File: src/rtl/sargantana_icache_pkg.sv
// Shared types and constants for the icache-side L2 request arbiter.
package sargantana_icache_pkg;

  // Arbiter FSM states: grant in IDLE, present in REQ, wait for the response in WAIT,
  // and swallow an orphaned response in DRAIN.
  typedef enum logic [1:0] {
    ST_IDLE  = 2'd0,
    ST_REQ   = 2'd1,
    ST_WAIT  = 2'd2,
    ST_DRAIN = 2'd3
  } arb_state_t;

  // Owner of the single outstanding transaction.
  typedef enum logic {
    OWN_IC = 1'b0,
    OWN_NC = 1'b1
  } owner_t;

  // Low address bits cleared on the way to L2: 32-byte line for refills, 8-byte beat for nc.
  localparam int unsigned LINE_OFF_W = 5;
  localparam int unsigned NC_OFF_W   = 3;

endpackage

File: src/rtl/icache_l2_starve_ctr.sv
// Starvation counter and priority select: refill normally wins, but nc is forced through
// once it has lost STARVE_MAX consecutive arbitrations.
module icache_l2_starve_ctr
  import sargantana_icache_pkg::*;
#(
  parameter int unsigned STARVE_MAX = 4
) (
  input  logic clk_i,
  input  logic rst_i,
  input  logic arb_en_i,    // an arbitration actually takes place this cycle
  input  logic ic_valid_i,
  input  logic nc_valid_i,
  output logic grant_nc_o   // nc is the winner if arbitration happens
);

  localparam int unsigned          CNT_W   = $clog2(STARVE_MAX + 1);
  localparam logic [CNT_W-1:0]     CNT_MAX = CNT_W'(STARVE_MAX);

  logic [CNT_W-1:0] cnt_q, cnt_d;

  // Priority select: nc wins when it is alone or when it has been starved long enough.
  assign grant_nc_o = nc_valid_i && (!ic_valid_i || (cnt_q == CNT_MAX));

  // Next count: saturating increment on an nc loss, clear on an nc win or no nc request.
  always_comb begin
    cnt_d = cnt_q;
    if (arb_en_i) begin
      if (nc_valid_i && !grant_nc_o) begin
        cnt_d = (cnt_q == CNT_MAX) ? cnt_q : cnt_q + CNT_W'(1);
      end else begin
        cnt_d = '0;
      end
    end
  end

  // Counter register.
  always_ff @(posedge clk_i or posedge rst_i) begin
    if (rst_i) cnt_q <= '0;
    else       cnt_q <= cnt_d;
  end

endmodule

File: src/rtl/icache_l2_req_arbiter.sv
// Shares the L1-I L2 request port between the icache refill path and the nc fetch buffer.
// One transaction outstanding; responses are routed to their owner, and fetch kills are
// absorbed by draining the orphaned response.
module icache_l2_req_arbiter
  import sargantana_icache_pkg::*;
#(
  parameter int unsigned PADDR_W    = 40,
  parameter int unsigned LINE_W     = 256,
  parameter int unsigned STARVE_MAX = 4,
  parameter int unsigned TO_W       = 10
) (
  input  logic               clk_i,
  input  logic               rst_i,
  input  logic               ic_req_valid_i,
  input  logic [PADDR_W-1:0] ic_req_paddr_i,
  output logic               ic_req_ready_o,
  input  logic               nc_req_valid_i,
  input  logic [PADDR_W-1:0] nc_req_paddr_i,
  output logic               nc_req_ready_o,
  input  logic               kill_i,
  output logic               l2_req_valid_o,
  output logic [PADDR_W-1:0] l2_req_paddr_o,
  output logic               l2_req_nc_o,
  input  logic               l2_req_ready_i,
  input  logic               l2_resp_valid_i,
  input  logic [LINE_W-1:0]  l2_resp_data_i,
  output logic               ic_resp_valid_o,
  output logic               nc_resp_valid_o,
  output logic [LINE_W-1:0]  resp_data_o,
  output logic               busy_o,
  output logic               timeout_o
);

  localparam logic [PADDR_W-1:0] LINE_MASK = {{(PADDR_W-LINE_OFF_W){1'b1}}, {LINE_OFF_W{1'b0}}};
  localparam logic [PADDR_W-1:0] NC_MASK   = {{(PADDR_W-NC_OFF_W){1'b1}}, {NC_OFF_W{1'b0}}};

  arb_state_t         state_q, state_d;
  owner_t             owner_q, owner_d;
  logic [PADDR_W-1:0] paddr_q, paddr_d;
  logic               kill_pend_q, kill_pend_d;
  logic               ic_resp_q, ic_resp_d;
  logic               nc_resp_q, nc_resp_d;
  logic [LINE_W-1:0]  resp_data_q, resp_data_d;
  logic [TO_W-1:0]    to_cnt_q, to_cnt_d;
  logic               timeout_q, timeout_d;

  logic arb_en;
  logic grant_nc;
  logic ic_ready, nc_ready;
  logic in_wait_drain;

  // An arbitration happens only in IDLE, with no kill, and with something to grant.
  assign arb_en = (state_q == ST_IDLE) && !kill_i && (ic_req_valid_i || nc_req_valid_i);

  icache_l2_starve_ctr #(
    .STARVE_MAX (STARVE_MAX)
  ) u_starve_ctr (
    .clk_i      (clk_i),
    .rst_i      (rst_i),
    .arb_en_i   (arb_en),
    .ic_valid_i (ic_req_valid_i),
    .nc_valid_i (nc_req_valid_i),
    .grant_nc_o (grant_nc)
  );

  // Next-state and transaction bookkeeping for the request FSM.
  always_comb begin
    // NOTE: every always_comb target gets a default first so no path can infer a latch.
    state_d     = state_q;
    owner_d     = owner_q;
    paddr_d     = paddr_q;
    kill_pend_d = kill_pend_q;
    ic_resp_d   = 1'b0;
    nc_resp_d   = 1'b0;
    resp_data_d = resp_data_q;
    ic_ready    = 1'b0;
    nc_ready    = 1'b0;

    unique case (state_q)
      ST_IDLE: begin
        kill_pend_d = 1'b0;
        if (arb_en) begin
          if (grant_nc) begin
            nc_ready = 1'b1;
            owner_d  = OWN_NC;
            paddr_d  = nc_req_paddr_i & NC_MASK;
          end else begin
            ic_ready = 1'b1;
            owner_d  = OWN_IC;
            paddr_d  = ic_req_paddr_i & LINE_MASK;
          end
          state_d = ST_REQ;
        end
      end

      ST_REQ: begin
        // The request stays up even under kill; a kill only redirects where it lands.
        if (l2_req_ready_i) begin
          state_d     = (kill_i || kill_pend_q) ? ST_DRAIN : ST_WAIT;
          kill_pend_d = 1'b0;
        end else if (kill_i) begin
          kill_pend_d = 1'b1;
        end
      end

      ST_WAIT: begin
        if (l2_resp_valid_i) begin
          // A kill in the same cycle wins and the response is simply dropped.
          if (!kill_i) begin
            resp_data_d = l2_resp_data_i;
            ic_resp_d   = (owner_q == OWN_IC);
            nc_resp_d   = (owner_q == OWN_NC);
          end
          state_d = ST_IDLE;
        end else if (kill_i) begin
          state_d = ST_DRAIN;
        end
      end

      ST_DRAIN: begin
        if (l2_resp_valid_i) state_d = ST_IDLE;
      end

      default: state_d = ST_IDLE;
    endcase
  end

  // Response timeout: counts while waiting on L2, restarts on entry, sticks once overdue.
  always_comb begin
    in_wait_drain = (state_q == ST_WAIT) || (state_q == ST_DRAIN);
    to_cnt_d      = to_cnt_q;
    timeout_d     = timeout_q;
    if ((state_d != state_q) && ((state_d == ST_WAIT) || (state_d == ST_DRAIN))) begin
      to_cnt_d = '0;
    end else if (in_wait_drain && (to_cnt_q != '1)) begin
      to_cnt_d = to_cnt_q + TO_W'(1);
    end
    if (in_wait_drain && (to_cnt_d == '1)) timeout_d = 1'b1;
  end

  // State and datapath registers; reset abandons any in-flight transaction.
  always_ff @(posedge clk_i or posedge rst_i) begin
    if (rst_i) begin
      state_q     <= ST_IDLE;
      owner_q     <= OWN_IC;
      paddr_q     <= '0;
      kill_pend_q <= 1'b0;
      ic_resp_q   <= 1'b0;
      nc_resp_q   <= 1'b0;
      resp_data_q <= '0;
      to_cnt_q    <= '0;
      timeout_q   <= 1'b0;
    end else begin
      // NOTE: non-blocking assignments keep every register sampling pre-edge values.
      state_q     <= state_d;
      owner_q     <= owner_d;
      paddr_q     <= paddr_d;
      kill_pend_q <= kill_pend_d;
      ic_resp_q   <= ic_resp_d;
      nc_resp_q   <= nc_resp_d;
      resp_data_q <= resp_data_d;
      to_cnt_q    <= to_cnt_d;
      timeout_q   <= timeout_d;
    end
  end

  assign ic_req_ready_o  = ic_ready;
  assign nc_req_ready_o  = nc_ready;
  assign l2_req_valid_o  = (state_q == ST_REQ);
  assign l2_req_paddr_o  = paddr_q;
  assign l2_req_nc_o     = (owner_q == OWN_NC);
  assign ic_resp_valid_o = ic_resp_q;
  assign nc_resp_valid_o = nc_resp_q;
  assign resp_data_o     = resp_data_q;
  assign busy_o          = (state_q != ST_IDLE);
  assign timeout_o       = timeout_q;

endmodule

File: config.mk
export PLATFORM = sky130hd
export DESIGN_NAME = icache_l2_req_arbiter
export DESIGN_NICKNAME = d
export VERILOG_FILES = /design/src/rtl/sargantana_icache_pkg.sv /design/src/rtl/icache_l2_starve_ctr.sv /design/src/rtl/icache_l2_req_arbiter.sv
export SDC_FILE = /design/constraint.sdc
export NUM_CORES = 1
export LEC_CHECK = 0
export CAP_MARGIN = 10
export CORE_AREA = 2 2 253 255
export DETAILED_ROUTE_END_ITERATION = 16
export DIE_AREA = 0 0 255 257
export PLACE_DENSITY = 0.45
export SKIP_LAST_GASP = 1
export SYNTH_ARGS = -nofsm -noshare
export SYNTH_HDL_FRONTEND = slang
export SYNTH_HIERARCHICAL = 1
export SYNTH_SLANG_ARGS = --single-unit
File: constraint.sdc
create_clock -name clk_i -period 15.3 [get_ports clk_i]
set_clock_uncertainty 0.1 [all_clocks]
set_input_delay 2.295 -clock clk_i [delete_from_list [all_inputs] [get_ports clk_i]]
set_output_delay 2.295 -clock clk_i [all_outputs]
set_load 0.005 [all_outputs]
== After elaboration in Yosys (flattened, before gate mapping) ==
Index checks and enable logic that the tools add are counted.

* $add $sub $neg: 2
* Eq/ne operators: 11
* Mux-type cells: 27
* Bitwise logic cells: 2
* Reduce and logical (&&, ||, !) cells: 22

{| class="wikitable"
|+ Operators by type and width
! operator !! number
|-
| $mux 40 || 1
|-
| $mux 10 || 2
|-
| $mux 1 || 15
|-
| $add 10x1->10 const B || 1
|-
| $eq 10x10->1 const B || 1
|-
| $mux 2 || 5
|-
| $ne 10x10->1 const B || 1
|-
| $eq 2x2->1 const B || 4
|-
| $pmux 2 s4 || 1
|-
| $logic_and 1x1->1 || 7
|-
| $mux 3 || 2
|-
| $reduce_and 2->1 || 3
|-
| $logic_or 1x1->1 || 5
|-
| $reduce_bool 2->1 || 2
|-
| $add 3x1->3 const B || 1
|-
| $eq 3x3->1 const B || 1
|-
| $logic_not 1->1 || 3
|-
| $ne 3x2->1 const B || 1
|-
| $reduce_and 3->1 || 1
|-
| $eq 2x1->1 const B || 1
|-
| $logic_not 2->1 || 1
|-
| $ne 2x2->1 || 1
|-
| $ne 2x2->1 const B || 1
|-
| $not 1->1 || 2
|-
| $pmux 1 s2 || 1
|}

* Bits in registers: 316
* Bits of input ports: 343
* Output and inout port bits: 304
* Word-level logic and storage cells: 74

== Depth between registers and ports, before layout ==
Gate-level depths: netlist of the first run.

* Word-level depth: 11
* Gate-level depth with buffers: 9
* Depth with buffers taken out: 6

== Modules after synthesis ==
Netlist of the first run, hierarchy kept.

{| class="wikitable"
|+ Modules (own cells, without submodules)
! module !! times used !! cells an instance !! area an instance (µm²) !! seq. area each (µm²)
|-
| icache_l2_req_arbiter || 1 || 821 || 12220.5 || 7757.4
|-
| icache_l2_starve_ctr || 1 || 20 || 200.2 || 75.1
|}

== Worst setup path after synthesis of the first run ==
Ideal clock, no wire load.

* Kind: in2out
* Start point: input kill_i
* End point: output ic_req_ready_o
* Arrival: 3364 ps
* Data required time: 12905 ps
* Setup slack: 9541 ps
* Stages on the path: 5
* Buffers on the path: 3
* Cell sequence: clkbuf_1 or4_4 buf_6 buf_2 nor2_1

* Cells in the longest elaborated chain, start to end: 5

{| class="wikitable"
|+ Ends and longest elaborated chain
! element !! line !! text
|-
| start: declaration || icache_l2_req_arbiter.sv:20 || <nowiki>input logic kill_i,</nowiki>
|-
| $logic_not 1->1 || - ||
|-
| $logic_and 1x1->1 (2 in a row) || icache_l2_req_arbiter.sv:53 || <nowiki>assign arb_en = (state_q == ST_IDLE) && !kill_i && (ic_req_valid_i || nc_req_valid_i);</nowiki>
|-
| $mux 1 || icache_l2_req_arbiter.sv:82 || <nowiki>if (arb_en) begin</nowiki>
|-
| $mux 1 || icache_l2_req_arbiter.sv:79 || <nowiki>unique case (state_q)</nowiki>
|-
| end: declaration || icache_l2_req_arbiter.sv:16 || <nowiki>output logic ic_req_ready_o,</nowiki>
|}

Every way passes these cells.

== Final worst setup path of the first run ==
* Start point: input ic_req_valid_i
* End point: output nc_req_ready_o

* Elaborated cells on any way between the ends: 8
* Those cells by class: mux (3); reduce/logical (5)

{| class="wikitable"
|+ RTL lines
! element !! line !! text
|-
| start: declaration || icache_l2_req_arbiter.sv:14 || <nowiki>input logic ic_req_valid_i,</nowiki>
|-
| $logic_or 1x1->1 || icache_l2_req_arbiter.sv:53 ||
|-
| $logic_and 1x1->1 || icache_l2_req_arbiter.sv:53 ||
|-
| via arb_en || icache_l2_req_arbiter.sv:47 || <nowiki>logic arb_en;</nowiki>
|-
| $mux 1 || icache_l2_req_arbiter.sv:82 ||
|-
| $mux 1 || icache_l2_req_arbiter.sv:79 ||
|-
| end: declaration || icache_l2_req_arbiter.sv:19 || <nowiki>output logic nc_req_ready_o,</nowiki>
|}

The timed path passes the listed nets, and every way through them passes these cells.

==> results of run 1 <==
## flip-flops by register name, indices dropped and copies added, names as in the netlist
register	count
nc_resp_valid_o	1
kill_pend_q	1
l2_req_paddr_o	37
to_cnt_q	10
timeout_o	1
resp_data_o	256
ic_resp_valid_o	1
state_q	2
l2_req_nc_o	1
u_starve_ctr/cnt_q	3
## worst max-delay path: stages
cell	delay, ps
clkdlybuf4s50_1	620
nor2_1	70
or4_4	750
inv_2	250
and2_1	210
clkdlybuf4s50_1	550
## kinds of logic after synthesis
group	share of synthesized area
AOI/OAI and AO/OA	0.03113
xor gates and xnor gates	0.002116
adders and majority gates	0.003022
buffers and inverters	0.02982
DFF	0.6306
muxes	0.2635
other	0.0003019
and+or+nand+nor	0.03949
## report_power, final
part / total (µW) / switching [µW] / internal, µW
combinational: 1530 / 514 / 1020
clock: 959 / 374 / 585
sequential: 1420 / 202 / 1220
## routing by layer
layer	track usage	wire length [µm]	share of wire	vias to the layer above
li1	-	-	-	4211
met1	0.1298	15340	0.36	4504
met2	0.2374	23100	0.54	322
met3	0.04552	3785	0.088	54
met4	0.02908	784	0.018	6
met5	0	40	0.00093	-
## stage by stage
step | hold slack (ps) | util | instances | setup WS, ps
2_1_floorplan | 360.2 | - | 843 | 4332
3_3_place_gp | 366.4 | 0.3125 | 2280 | 8107
3_5_place_dp | 368.1 | 0.3125 | 2280 | 8106
4_1_cts | 384.3 | 0.3337 | 2350 | 8091
5_1_grt | 390.0 | 0.3337 | 2351 | 7978
6_report | 375.4 | 0.3337 | 2351 | 8150
## cells in the final DEF (no fill, tap or decap), types with 5 or more instances in the layout
| cell | instances |
|---|---|
| inv_1 | 9 |
| mux2i_1 | 39 |
| dfrtp_1 | 313 |
| o21ai_0 | 8 |
| buf_4 | 6 |
| nand3_1 | 5 |
| clkdlybuf4s50_1 | 635 |
| nand2_1 | 49 |
| clkbuf_8 | 11 |
| mux2_2 | 216 |
| mux2_1 | 40 |
| nor2_1 | 18 |
| o21ai_1 | 35 |
| a21oi_1 | 5 |
| clkbuf_16 | 40 |
| clkbuf_1 | 10 |
## final timing paths
path / startpoint / to / slack (ps) / depth (start not counted)
hold reg to reg: l2_req_paddr_o[3] / l2_req_paddr_o[3] / 380 / 2
setup reg to reg: state_q[1] / resp_data_o[168] / 11090 / 5
min in group asynchronous: rst_i / u_starve_ctr/cnt_q[0] / 1980 / 2
setup / recovery: ic_req_valid_i / nc_req_ready_o / 8150 / 6
max in group asynchronous: rst_i / resp_data_o[195] / 10510 / 4
hold / removal: l2_req_paddr_o[3] / l2_req_paddr_o[3] / 380 / 2
## cell type report
class	instances	area, µm²	share of cell area
sequential	313	7833	0.3741
timing repair buffer	642	6421	0.3067
multi-input combinational	468	4243	0.2027
clock buffer	61	1190	0.05683
tap	846	1059	0.05056
clock inverter	9	140.1	0.006693
inverter	11	48.80	0.002331
antenna	1	2.502	0.0001195
==> impl_metrics.json, run 1 <==
{
  "clockBufferDepth": 3,
  "clock-sinks": 313,
  "status": "completed",
  "synth_commonest_cells": "313 x dfrtp_1, 216 x mux2_2, 49 x nand2_1",
  "hp-class": "flip-flop to flip-flop",
  "syn_inst": 841,
  "yosys_most_used_dff": "dfrtp_1",
  "area_delta_synth_final_pct": 68.56,
  "grt_pass1_vias": 9645,
  "grt_max_degree": 163,
  "ys_ff_latch": 313,
  "boundaryPins": 647,
  "totalWireLength_um": 43060,
  "drtAntennaViolNets": 0,
  "async_flop_share": 1.000,
  "rows": 92,
  "leakage_uw": 0.008591,
  "via_per_inst": 3.869,
  "seq_area_frac_synth": 0.6306,
  "synth_area_leaders": "dfrtp_1 63%, mux2_2 20%, mux2_1 3.6%",
  "total_power_uw": 3912,
  "cp.required_ps": 12900,
  "cts_setup_buffers": 0,
  "core_mm2": 0.06274,
  "die_width_um": 255,
  "final.setup.tns_ps": 0,
  "synth-edff-count": 0,
  "min_period_ps": 7150,
  "drv_cap": 0,
  "synth_warnings": 6,
  "path_max_fanout": 76,
  "gr-total-overflow": 0,
  "tightest_slew_ps": 1265,
  "startpoint_type": "input pin",
  "synthDistinctLibCells": 47,
  "critPathCaptureType": "primary output",
  "cts_buffers": 39,
  "rsz0062_at_grt": "false",
  "vias": 9097,
  "synth_top_area_frac": 0.6306,
  "avgSynthCellArea_um2": 14.77,
  "cts-root-buf": "clkbuf_16",
  "clkTransAtPathRegs_ps": 60,
  "fillers": 6246,
  "yosysMostFrequentCell": "dfrtp_1",
  "slew_violations": 0,
  "finalSetupViolations": 0,
  "yosys.area.top_type": "dfrtp_1",
  "cts_hold_buf": 0,
  "grt_usage": 0.1255,
  "drc": 0,
  "cts_resized": 0,
  "fin_area_mm2": 0.02094,
  "path_class": "input pin to primary output",
  "place_area_mm2": 0.01960,
  "cts_max_level": 2,
  "drtIter0Drc": 294,
  "relSlewSlack": 0.1564,
  "place_congestion": 0.7510,
  "grt_pass1_wl_um": 62060,
  "fp.dieH_um": 257,
  "ir_worst_vdd_uv": 90.14,
  "p_per_area_mw_per_mm2": 186.8,
  "first_pass_iters": 4,
  "synthesis.area_mm2": 0.01242,
  "die_area_mm2": 0.06554,
  "hpwl_um": 32260,
  "hold_viol_final": 0,
  "fmax_mhz": 139.9,
  "wl_per_cell_um": 18.31,
  "cp.arrival_ps": 4750,
  "period_share": 0.4673,
  "nets": 1821,
  "cts_tree": "built",
  "drive_gt1_frac": 0.1988,
  "port_buffers": 635,
  "antenna_found_initial": 4,
  "start_util": 0.1980,
  "clk_latency_ps": 540
}
Note: power is estimated with default switching activity, not from simulation.
==> inputs of run 2 (changes only) <==
--- a/config.mk
+++ b/config.mk
@@ -6,10 +6,10 @@
 export NUM_CORES = 1
 export LEC_CHECK = 0
 export CAP_MARGIN = 10
-export CORE_AREA = 2 2 253 255
+export CORE_AREA = 2 2 255 257
 export DETAILED_ROUTE_END_ITERATION = 16
-export DIE_AREA = 0 0 255 257
-export PLACE_DENSITY = 0.45
+export DIE_AREA = 0 0 257 259
+export PLACE_DENSITY = 0.44
 export SKIP_LAST_GASP = 1
 export SYNTH_ARGS = -nofsm -noshare
 export SYNTH_HDL_FRONTEND = slang
==> constraint.sdc (replaced) <==
create_clock -name clk_i -period 7.2 [get_ports clk_i]
set_clock_uncertainty 0.1 [all_clocks]
set_input_delay 1.08 -clock clk_i [delete_from_list [all_inputs] [get_ports clk_i]]
set_output_delay 1.08 -clock clk_i [all_outputs]
set_load 0.005 [all_outputs]
==> run 2 against run 1 <==
Compared with the run above:
- die area is 1.6% higher
- routed wire length fell by 1.2%
- worst setup slack worse by 5600 ps
- critical path depth shrank 1
- final cell count rose by 0.43%
- largest power group unchanged
- first-iteration DRC count increased by 18%
- sequential power rose by 110%
- largest cell class unchanged
- register-to-register slack got worse by 7100 ps
- combinational power rose by 110%
==> impl_metrics.json, run 2 (synthesis gave the netlist of run 1 again) <==
{
  "fmax_mhz": 214.2,
  "first_pass_iters": 4,
  "p_int_uw": 6026,
  "clk_latency_ps": 540,
  "cts_max_level": 2,
  "status": "completed",
  "grt_max_degree": 157,
  "min_path_cells": 2,
  "cts-root-buf": "clkbuf_16",
  "cp_common_cell": "clkdlybuf4s50_1",
  "cts_buffers": 40,
  "hold_viol_final": 0,
  "busiest_layer": "met2",
  "p_seq_frac": 0.362,
  "drtAntennaViolNets": 0,
  "gr-total-overflow": 0,
  "clkPwrFrac": 0.248,
  "path_cells": "clkdlybuf4s50_1, or4_4, inv_2, and2_1, clkdlybuf4s50_1",
  "seq_area_mm2": 0.007833,
  "slew_violations": 0,
  "p_sw_frac": 0.2769,
  "boundaryPins": 647,
  "reg2reg_from": "state_q[1]",
  "wl_per_cell_um": 18.03,
  "grt_util_met2": 0.2227,
  "cts_tree": "built",
  "clock-sinks": 313,
  "largest_reg_flops": 256,
  "path_max_fanout": 76,
  "clkTransAtPathRegs_ps": 50,
  "area_delta_synth_final_pct": 69.16,
  "final.setup.tns_ps": 0,
  "drive_gt1_frac": 0.2000,
  "cts_setup_buffers": 0,
  "startpoint_type": "input pin",
  "die_area_mm2": 0.06656,
  "finalSetupViolations": 0,
  "via_per_inst": 3.845,
  "critPathCaptureType": "primary output",
  "totalWireLength_um": 42560,
  "rrSetupSlack_ps": 3970,
  "grt_pass1_vias": 9436,
  "ir_worst_vdd_uv": 172.9,
  "combPwrFrac": 0.390,
  "relSlewSlack": 0.2795,
  "p_per_area_mw_per_mm2": 396.6,
  "die_width_um": 257,
  "layout_commonest_cell": "clkdlybuf4s50_1",
  "grtUsageMet1": 0.1313,
  "fp.dieH_um": 259,
  "nets": 1821,
  "drc": 0,
  "tightest_slew_ps": 1077,
  "hp-class": "flip-flop to flip-flop",
  "hp-start": "l2_req_paddr_o[33]",
  "place_congestion": 0.7801,
  "cp.required_ps": 6020,
  "grt_util_met3": 0.04774,
  "period_share": 0.6484,
  "multi_input_area_mm2": 0.004243,
  "clockBufferDepth": 3,
  "dp_cells": 2288,
  "rsz0062_at_grt": "false",
  "drtIter0Drc": 348,
  "cts_hold_buf": 0,
  "total_power_uw": 8333,
  "fillers": 6249,
  "antenna_found_initial": 3,
  "grt_pass1_wl_um": 62240,
  "drv_cap": 0,
  "cts_resized": 0,
  "min_to": "l2_req_paddr_o[33]",
  "grt_usage": 0.1233,
  "leakage_uw": 0.008620,
  "rr_endpoint": "resp_data_o[199]",
  "vias": 9079,
  "cp.arrival_ps": 3490,
  "start_util": 0.1944,
  "final_cells": 2361,
  "path_class": "input pin to primary output",
  "rows": 93,
  "hpwl_um": 31800,
  "p_sw_uw": 2308,
  "ff2ff_path_depth": 4,
  "core_mm2": 0.06388,
  "slowest_stage": "or4_4",
  "final_cell_mix": "635 x clkdlybuf4s50_1, 313 x dfrtp_1, 216 x mux2_2",
  "crit_path_max_incr_delay_ps": 870,
  "min_period_ps": 4668,
  "port_buffers": 635
}
[run 2: cell count changes in the layout (fill, tap and decap cells not counted), sizes merged]
cell      previous run  this run
buf                  7         6
bufinv               3         2
clkbuf              61        65
clkinv               3         2
clkinvlp             2         1
inv                 12        13
[run 2: worst max-delay path by stage]
stage / start / endpoint / slack (ps) / depth (start not counted)
6_report: kill_i / nc_req_ready_o / 2530 / 5
5_1_grt: kill_i / nc_req_ready_o / 2330 / 5
4_1_cts: kill_i / nc_req_ready_o / 2490 / 5
3_5_place_dp: kill_i / nc_req_ready_o / 2500 / 5
3_3_place_gp: ic_req_valid_i / nc_req_ready_o / 2530 / 6
2_1_floorplan: rst_i / ic_resp_valid_o / 1890 / 1
[run 2: worst max-delay path: cells and delay by family]
| family | cells | cell delay (ps) |
|---|---|---|
| simple gates | 2 | 1040 |
| buf+inv | 3 | 1340 |
[run 2: area by class of cell]
class / instances / share of cell area
repair buffers: 641 / 0.3071
diodes: 1 / 0.0001191
flip-flops and latches: 313 / 0.3728
inverters: 11 / 0.002144
clock inverters: 7 / 0.004764
clock buffers: 65 / 0.06027
well taps: 855 / 0.05092
multi-input cells: 468 / 0.2019
[run 2: through the flow]
step,instance area (µm²),setup slack (ps),hold slack (ps),util
after global placement,19640,2529,363.7,0.3075
after floorplan,12430,1893,360.2,-
after global routing,21010,2331,404.4,0.3289
after detailed placement,19640,2502,366.0,0.3075
after CTS,21010,2491,385.9,0.3288
final,21010,2532,382.8,0.3289
[run 2: power by group through the flow]
stage | combinational [µW] | clock, µW | sequential (µW)
after floorplan | 1030 | 0 | 3090
after global placement | 3310 | 0 | 3030
after detailed placement | 3330 | 0 | 3060
after CTS | 3330 | 2160 | 3030
after global routing | 3480 | 2230 | 3130
final | 3250 | 2070 | 3020
[run 2: layer usage]
metal  vias up  share of wire
met3        70          0.083
met4         4          0.030
li1       4222              -
met2       343           0.52
met5         -        0.00063
met1      4440           0.36
